===== src/rtl/telemetry_framer.sv =====
// Telemetry framer: snapshots NUM_CH status channels and streams
// SYNC, LEN, SEQ, payload, CHK bytes to a UART transmitter.
`timescale 1ns/1ps
module telemetry_framer #(
    parameter int         NUM_CH        = 4,
    parameter int         CH_WIDTH      = 8,
    parameter logic [7:0] SYNC_BYTE     = 8'hA5,
    parameter logic [7:0] CMD_BYTE      = 8'h82,
    parameter int         PERIOD_CYCLES = 5_000_000
) (
    input  logic                       clk,
    input  logic                       rst_n,
    input  logic [NUM_CH*CH_WIDTH-1:0] ch_data,
    input  logic                       mode,
    input  logic                       rx_valid,
    input  logic [7:0]                 rx_byte,
    output logic                       rx_ready,
    output logic                       tx_valid,
    input  logic                       tx_ready,
    output logic [7:0]                 tx_byte,
    output logic                       busy,
    output logic [7:0]                 seq,
    output logic [7:0]                 overrun_count
);

    localparam int BPC     = (CH_WIDTH + 7) / 8;
    localparam int PAY_LEN = NUM_CH * BPC;
    localparam int IW      = (PAY_LEN > 1) ? $clog2(PAY_LEN) : 1;
    localparam int TW      = $clog2(PERIOD_CYCLES);

    localparam logic [7:0]    LEN_BYTE = 8'(PAY_LEN);
    localparam logic [IW-1:0] LAST_IDX = IW'(PAY_LEN - 1);
    localparam logic [TW-1:0] T_LAST   = TW'(PERIOD_CYCLES - 1);

    if (PAY_LEN > 255) begin : g_len_chk
        $error("telemetry_framer: NUM_CH*BPC must not exceed 255");
    end

    typedef enum logic [2:0] {
        S_IDLE,
        S_SYNC,
        S_LEN,
        S_SEQ,
        S_PAY,
        S_CHK
    } state_t;

    state_t        state_q, state_d;
    logic          pending_q, pending_d;
    logic [7:0]    seq_q, seq_d;
    logic [7:0]    ovr_q, ovr_d;
    logic [7:0]    chk_q, chk_d;
    logic [IW-1:0] idx_q, idx_d;
    logic [TW-1:0] timer_q, timer_d;
    logic          rx_ready_q;
    logic [7:0]    snap_q   [PAY_LEN];
    logic [7:0]    snap_d   [PAY_LEN];
    logic [7:0]    snap_new [PAY_LEN];

    logic [BPC*8-1:0] pad;
    logic             cmd_hit;
    logic             timer_wrap;
    logic             trig;
    logic             fire;
    logic             start;
    logic [7:0]       pay_byte;

    assign cmd_hit    = mode && rx_valid && rx_ready_q && (rx_byte == CMD_BYTE);
    assign timer_wrap = !mode && (timer_q == T_LAST);
    assign trig       = cmd_hit || timer_wrap;

    assign tx_valid      = (state_q != S_IDLE);
    assign busy          = (state_q != S_IDLE);
    assign fire          = tx_valid && tx_ready;
    assign rx_ready      = rx_ready_q;
    assign seq           = seq_q;
    assign overrun_count = ovr_q;
    assign pay_byte      = snap_q[idx_q];

    // Each channel is zero-padded to BPC bytes, low byte first.
    always_comb begin
        pad = '0;
        for (int b = 0; b < PAY_LEN; b++) snap_new[b] = 8'h00;
        for (int c = 0; c < NUM_CH; c++) begin
            pad = '0;
            pad[CH_WIDTH-1:0] = ch_data[c*CH_WIDTH +: CH_WIDTH];
            for (int k = 0; k < BPC; k++) snap_new[c*BPC+k] = pad[k*8 +: 8];
        end
    end

    always_comb begin
        state_d   = state_q;
        pending_d = pending_q;
        seq_d     = seq_q;
        ovr_d     = ovr_q;
        chk_d     = chk_q;
        idx_d     = idx_q;
        snap_d    = snap_q;
        start     = 1'b0;

        if (mode)            timer_d = '0;
        else if (timer_wrap) timer_d = '0;
        else                 timer_d = timer_q + 1'b1;

        if (state_q != S_IDLE && trig) begin
            if (!pending_q)          pending_d = 1'b1;
            else if (ovr_q != 8'hFF) ovr_d     = ovr_q + 8'd1;
        end

        unique case (state_q)
            S_IDLE: begin
                if (trig || pending_q) begin
                    start     = 1'b1;
                    pending_d = trig && pending_q;
                end
            end
            S_SYNC: if (fire) state_d = S_LEN;
            S_LEN: begin
                if (fire) begin
                    chk_d   = LEN_BYTE;
                    state_d = S_SEQ;
                end
            end
            S_SEQ: begin
                if (fire) begin
                    chk_d   = chk_q ^ seq_q;
                    idx_d   = '0;
                    state_d = S_PAY;
                end
            end
            S_PAY: begin
                if (fire) begin
                    chk_d = chk_q ^ pay_byte;
                    if (idx_q == LAST_IDX) state_d = S_CHK;
                    else                   idx_d   = idx_q + 1'b1;
                end
            end
            S_CHK: begin
                if (fire) begin
                    seq_d = seq_q + 8'd1;
                    // A queued trigger chains straight into the next SYNC.
                    if (pending_q) begin
                        start     = 1'b1;
                        pending_d = 1'b0;
                    end else begin
                        state_d = S_IDLE;
                    end
                end
            end
            default: state_d = S_IDLE;
        endcase

        if (start) begin
            state_d = S_SYNC;
            snap_d  = snap_new;
        end
    end

    always_comb begin
        unique case (state_q)
            S_SYNC:  tx_byte = SYNC_BYTE;
            S_LEN:   tx_byte = LEN_BYTE;
            S_SEQ:   tx_byte = seq_q;
            S_PAY:   tx_byte = pay_byte;
            S_CHK:   tx_byte = chk_q;
            default: tx_byte = 8'h00;
        endcase
    end

    always_ff @(posedge clk or negedge rst_n) begin
        if (!rst_n) begin
            state_q    <= S_IDLE;
            pending_q  <= 1'b0;
            seq_q      <= 8'h00;
            ovr_q      <= 8'h00;
            chk_q      <= 8'h00;
            idx_q      <= '0;
            timer_q    <= '0;
            rx_ready_q <= 1'b0;
            for (int b = 0; b < PAY_LEN; b++) snap_q[b] <= 8'h00;
        end else begin
            state_q    <= state_d;
            pending_q  <= pending_d;
            seq_q      <= seq_d;
            ovr_q      <= ovr_d;
            chk_q      <= chk_d;
            idx_q      <= idx_d;
            timer_q    <= timer_d;
            rx_ready_q <= 1'b1;
            for (int b = 0; b < PAY_LEN; b++) snap_q[b] <= snap_d[b];
        end
    end

endmodule


===== config.mk =====
export PLATFORM = sky130hd
export DESIGN_NAME = telemetry_framer
export DESIGN_NICKNAME = d
export VERILOG_FILES = /design/src/rtl/telemetry_framer.sv
export SDC_FILE = /design/constraint.sdc
export NUM_CORES = 1
export LEC_CHECK = 0
export ABC_AREA = 1
export BUFFER_PORTS_ARGS = -buffer_cell sky130_fd_sc_hd__buf_2
export CAP_MARGIN = 20
export CORE_MARGIN = 5
export CORE_UTILIZATION = 35
export CTS_CLUSTER_SIZE = 30
export DETAILED_ROUTE_END_ITERATION = 16
export PLACE_DENSITY = 0.53
export SYNTH_ARGS = -nofsm -noshare
export SYNTH_HDL_FRONTEND = slang
export SYNTH_SLANG_ARGS = --single-unit

===== constraint.sdc =====
create_clock -name clk -period 3.84 [get_ports clk]
set_clock_uncertainty 0.1 [all_clocks]
set_input_delay 0.192 -clock clk [delete_from_list [all_inputs] [get_ports clk]]
set_output_delay 0.192 -clock clk [all_outputs]
set_load 0.1 [all_outputs]

==> flow_metrics.tcl, run 1 <==
set metrics [dict create \
    rows 41 \
    worstPathRequired_ps 3550 \
    syn_to_final_growth_pct 23.7 \
    synth.net_count 639 \
    ctsResizeCount 0 \
    grt_max_degree 61 \
    yosys_warnings 0 \
    hold_depth 2 \
    finalPower_mw 3.36 \
    gp_congestion 0.762 \
    fin_util 0.445 \
    power.density_mw_per_mm2 597 \
    io-pin-count 72 \
    relSlewSlack 0.467 \
    leakage_nw 2.80 \
    crit_path_frequent_cell "nand2_1" \
    grt_setup_unrepaired "false" \
    path_delay_family "buffers and inverters" \
    run_status "completed" \
    cp_cell_sequence "inv_1 > nand2_1 > nand3_1 > o21ai_0 > nand2_1 > o221ai_1 > buf_2" \
    clockBufferDepth 2 \
    cts_tree "yes" \
    vias_per_cell 4.76 \
    postRouteAntennaNets 0 \
    period_minus_slack_ps 2870 \
    synthXorXnorAreaFrac 0.0269 \
    finalHoldViolCount 0 \
    cts_sinks 86 \
    numCtsBuffers 9 \
    syn_area_per_cell_um2 7.72 \
    routed_wl_um 11400 \
    netlist_area_mm2 0.00455 \
    final_area_mm2 0.00563 \
    drc 0 \
    setup_viol 0 \
    worst_path_max_delay_cell "dfrtp_1" \
    grt-ovfl-total 0 \
    clk_pin_slew_ps 60 \
    place_area_mm2 0.00503 \
    finalSetupTns_ps 0 \
    rr_worst_depth 8 \
    muxShareOfSynthArea 0 \
    clk_latency_ps 340 \
    synthCells 590 \
    worst_pin_slew_ps 800 \
    path_buf_inv 2 \
    worst_path_largest_cell_delay_ps 780 \
    grt_usage 0.161 \
    drive_gt1_frac 0.151 \
    drv_slew 0 \
    synth_top_family_by_area "simple AND/OR/NAND/NOR gates" \
    synth-edff-count 0 \
    grt_pass1_vias 4126 \
    diodes 0 \
    synth_seq_cells 86 \
    wl_per_cell_um 13.2 \
    path_class "reg2out" \
    hpwl_um 8050 \
    path_max_fanout 22 \
    ys.flop_type "dfrtp_1" \
    cp-end-kind "output port" \
    synth_fa_ha_area_frac 0.0110 \
    fmax_mhz 348 \
    synth.distinct_cells 41 \
    start_kind "register" \
    cp_data_arrival_time_ps 2580 \
    antenna_found_initial 0 \
    dieArea_mm2 0.0154 \
    vias 4129 \
    fin_crit_sh 0.748 \
    dp_cells 820 \
    fin_cells 867 \
    hp-class "in2reg" \
    die_w_um 124 \
    dr.pass1.iters 4 \
    synth_seq_area_share 0.473 \
    grt_pass1_wl_um 19500 \
    h-tree-depth 3 \
    die_y_um 124 \
    synth-compound-area-share 0.121 \
    nets 741 \
    drt-initial-drc-count 291 \
    cts_post_setup_buffers_inserted 0 \
    cp.depth 7 \
    peakVddDrop_mv 0.582 \
    start_util 0.359 \
    cap_violations 0 \
    ys_top_cells_by_area "dfrtp_1, nand2_1, inv_1" \
    synth_simple_gate_area_frac 0.276 \
    io_buffer_count 71 \
    cts-root-buf "clkbuf_16" \
    async_flop_share 1.00 \
    coreArea_mm2 0.0127 \
    synth_top_area_frac 0.473 \
    yosysTopAreaCell "dfrtp_1" \
]
[synthesized netlist by cell type, types with 2 or more instances]
library cell and n:
a21oi_1 16, a31oi_1 3, buf_2 7, buf_4 3, buf_8 2, clkinv_1 3
dfrtp_1 86, ha_1 4, inv_1 77, inv_2 4, nand2_1 168, nand2_2 2
nand2_4 2, nand3_1 26, nand3_2 3, nand4_1 10, nor2_1 48, nor2_2 5
nor2_4 2, nor3_1 13, nor3b_1 2, o211ai_1 10, o21a_1 2, o21ai_0 52
o21ai_1 5, o21bai_1 2, o221ai_1 3, o22ai_1 4, or2_2 2, xnor2_1 3
xor2_1 11
[cell families (layout without fill, tap and decap cells)]
group | Yosys count | count (layout)
xor gates and xnor gates | 14 | 14
other | 1 | 1
and+or+nand+nor | 289 | 289
AOI/OAI and AO/OA | 98 | 98
buffers and inverters | 98 | 203
adders and majority gates | 4 | 4
DFF | 86 | 86
[final timing paths]
| kind | startpoint | to | slack [ps] |
|---|---|---|---|
| worst max-delay path | idx_q[0] | tx_byte[1] | 970 |
| worst max register to register | state_q[2] | idx_q[0] | 1500 |
| max in group asynchronous | rst_n | snap_q[30] | 2390 |
| min in group asynchronous | rst_n | timer_q[1] | 390 |
| worst min-delay path | mode | timer_q[4] | 20 |
| worst min register to register | snap_q[26] | snap_q[26] | 370 |
[through the flow]
step	setup WS [ps]	hold WS, ps
floorplan	856	-204
global route	737	47.4
CTS	965	16.2
finish	966	24.3
global placement	1370	237
detailed placement	1360	240
[power breakdown]
group,total [mW],switching (mW),internal (mW)
sequential,1.14,0.128,1.01
clock,0.833,0.337,0.496
combinational,1.39,1.10,0.291
total,3.36,1.56,1.80
[cell usage in the layout (no fill, tap or decap), types with 5 or more instances in the layout]
master         synthesis  routed
nor3_1                13      13
nand4_1               10      10
dlygate4sd3_1          0      33
dfrtp_1               86      86
o211ai_1              10      10
nand2_1              168     168
xor2_1                11      11
buf_2                  7      70
a21oi_1               16      16
nand3_1               26      26
clkbuf_16              0       9
nor2_1                48      48
nor2_2                 5       5
o21ai_1                5       5
o21ai_0               52      52
inv_1                 77      77
[cell type report]
cell class              count  area (µm²)
clock buffers              12         236
clock inverters             2        35.0
fillers                  1312        7040
inverters                  84         315
multi-input cells         406        1980
flip-flops and latches     86        2150
well taps                 172         215
repair buffers            105         696
[state kept, by name (all words and copies together), names as in the netlist]
name and cells:
snap_q 32, timer_q 23, chk_q 8, overrun_count 8
seq 8, state_q 3, idx_q 2, pending_q 1
rx_ready 1
[per-layer routing]
layer  vias up  track usage  routed length [µm]
li1       2096            -                   -
met3         8       0.0477                 531
met1      1940        0.194                5230
met5         -            0                   0
met2        85        0.278                5540
met4         0       0.0513                 140
[what timing repair did]
action / in CTS / in global routing
setup endpoints to repair: 0 / 0
hold endpoints to repair: 91 / 0
hold buffers: 33 / 0
No activity file was read; power rests on OpenSTA's default activity.
==> inputs of run 2 (changes only) <==
==> constraint.sdc (replaced) <==
create_clock -name clk -period 2.8 [get_ports clk]
set_clock_uncertainty 0.1 [all_clocks]
set_input_delay 0.14 -clock clk [delete_from_list [all_inputs] [get_ports clk]]
set_output_delay 0.14 -clock clk [all_outputs]
set_load 0.1 [all_outputs]
==> run 2 against run 1 <==
Sequential power up 34%. Via count is 0.46% higher. Global-route usage fell by 0.20 points. Non-clock buffer count increased by 4. Die area did not move. Critical endpoint is now tx_byte[0]. Largest cell class unchanged. Largest power group unchanged.
==> flow_metrics.tcl, run 2 (synthesis results as in run 1) <==
set metrics [dict create \
    cts_sinks 86 \
    vias_per_cell 4.75 \
    register_area_mm2 0.00216 \
    finalSetupTns_ps 0 \
    grt.busiest_layer "met2" \
    io-pin-count 72 \
    leakage_nw 2.83 \
    worstPathRequired_ps 2560 \
    grt_max_degree 50 \
    wl_per_cell_um 13.1 \
    grt_setup_unrepaired "false" \
    largest_register_ffs 32 \
    cp-end-kind "output port" \
    grt_pass1_wl_um 19300 \
    switching_share 0.480 \
    final_common_cell "nand2_1" \
    setup_viol 0 \
    multi_input_area_mm2 0.00201 \
    power.density_mw_per_mm2 814 \
    dr.pass1.iters 7 \
    drc 0 \
    finalHoldViolCount 0 \
    holdWs_ps 60.3 \
    regMostFlops "snap_q" \
    grt_pass1_vias 4176 \
    seqPwrFrac 0.328 \
    peakVddDrop_mv 1.14 \
    cts-root-buf "clkbuf_16" \
    drt-initial-drc-count 182 \
    clockBufferDepth 2 \
    vias 4148 \
    clk_pin_slew_ps 70 \
    dieArea_mm2 0.0154 \
    fin_crit_sh 0.909 \
    nets 745 \
    path_class "reg2out" \
    cts_tree "yes" \
    antenna_found_initial 0 \
    numCtsBuffers 9 \
    drv_slew 0 \
    met1_usage 0.202 \
    postRouteAntennaNets 0 \
    die_y_um 124 \
    diodes 0 \
    mostFrequentLayoutCells "nand2_1, dfrtp_1, inv_1" \
    relSlewSlack 0.640 \
    intPower_mw 2.42 \
    nFillCells 1257 \
    routed_wl_um 11500 \
    grt_usage 0.159 \
    power_frac_comb 0.431 \
    syn_to_final_growth_pct 25.4 \
    die_w_um 124 \
    largestRegisters "snap_q: 32 flops, timer_q: 23 flops" \
    gp_congestion 0.803 \
    start_util 0.359 \
    h-tree-depth 3 \
    grt.met2_usage 0.272 \
    finalPower_mw 4.65 \
    start_kind "register" \
    regToRegSetupSlack_ps 720 \
    hpwl_um 8110 \
    run_status "completed" \
    period_minus_slack_ps 2540 \
    grt-ovfl-total 0 \
    io_buffer_count 71 \
    grtUsageMet3 0.0381 \
    clk_latency_ps 340 \
    fmax_mhz 393 \
    dp_cells 823 \
    hp-class "in2reg" \
    worst_pin_slew_ps 540 \
    coreArea_mm2 0.0127 \
    drive_gt1_frac 0.170 \
    path_max_fanout 14 \
    cp_data_arrival_time_ps 2300 \
    fin_util 0.451 \
    fin_cells 873 \
    cts_post_setup_buffers_inserted 0 \
    switchingPower_mw 2.23 \
    cap_violations 0 \
    clkPwrFrac 0.241 \
    rows 41 \
]
==> run 2: cell types whose count changed in the layout (fill, tap and decap cells not counted), sizes merged <==
cell	previous run	this run
clkinv	4	7
buf	72	75
clkbuf	12	10
bufinv	1	0
dlygate4sd3	33	34
clkinvlp	0	1
inv	81	82
==> run 2: what timing repair did <==
action	in CTS	in global routing
resized for setup	0	1
setup endpoints to repair	0	5
hold buffers	34	0
hold endpoints to repair	73	0
==> run 2: critical path, stage by stage (launching register included) <==
cell and delay [ps]:
dfrtp_1 550, inv_1 220, nor2_4 330, buf_4 220, nand2_1 80, o211ai_1 100, buf_2 460
==> run 2: through the flow <==
stage	area, µm²	setup slack, ps
floorplan	4580	201
global placement	5090	581
detailed placement	5090	484
CTS	5710	91.4
global route	5710	145
finish	5710	255
==> run 2: metal layers <==
layer  wire length [µm]  part of all wire
met1               5250              0.46
met2               5560              0.48
met3                595             0.052
met4                 71            0.0062
met5                  0                 0
==> run 2: path summary, 6_finish.rpt <==
kind | depth (start not counted) | from | to
min in group asynchronous | 2 | rst_n | timer_q[2]
worst max register to register | 10 | timer_q[0] | snap_q[10]
worst max-delay path | 6 | state_q[2] | tx_byte[0]
max in group asynchronous | 3 | rst_n | snap_q[3]
worst min-delay path | 3 | tx_ready | seq[0]
worst min register to register | 1 | timer_q[22] | timer_q[22]
==> run 2: power groups by stage <==
| stage | combinational [mW] | clock (mW) | sequential (mW) |
|---|---|---|---|
| after detailed placement | 1.97 | 0 | 1.55 |
| final | 2.00 | 1.12 | 1.53 |
| after global routing | 2.16 | 1.21 | 1.55 |
| after global placement | 1.95 | 0 | 1.54 |
| after CTS | 2.01 | 1.16 | 1.53 |
| after floorplan | 1.39 | 0 | 1.72 |
==> run 2: area by class of cell <==
cell class                      count  area share
Clock buffer                       10      0.0401
Clock inverter                      6     0.00832
Timing Repair Buffer              109       0.130
Tap cell                          172      0.0377
Sequential cell                    86       0.378
Inverter                           84      0.0552
Multi-Input combinational cell    406       0.351
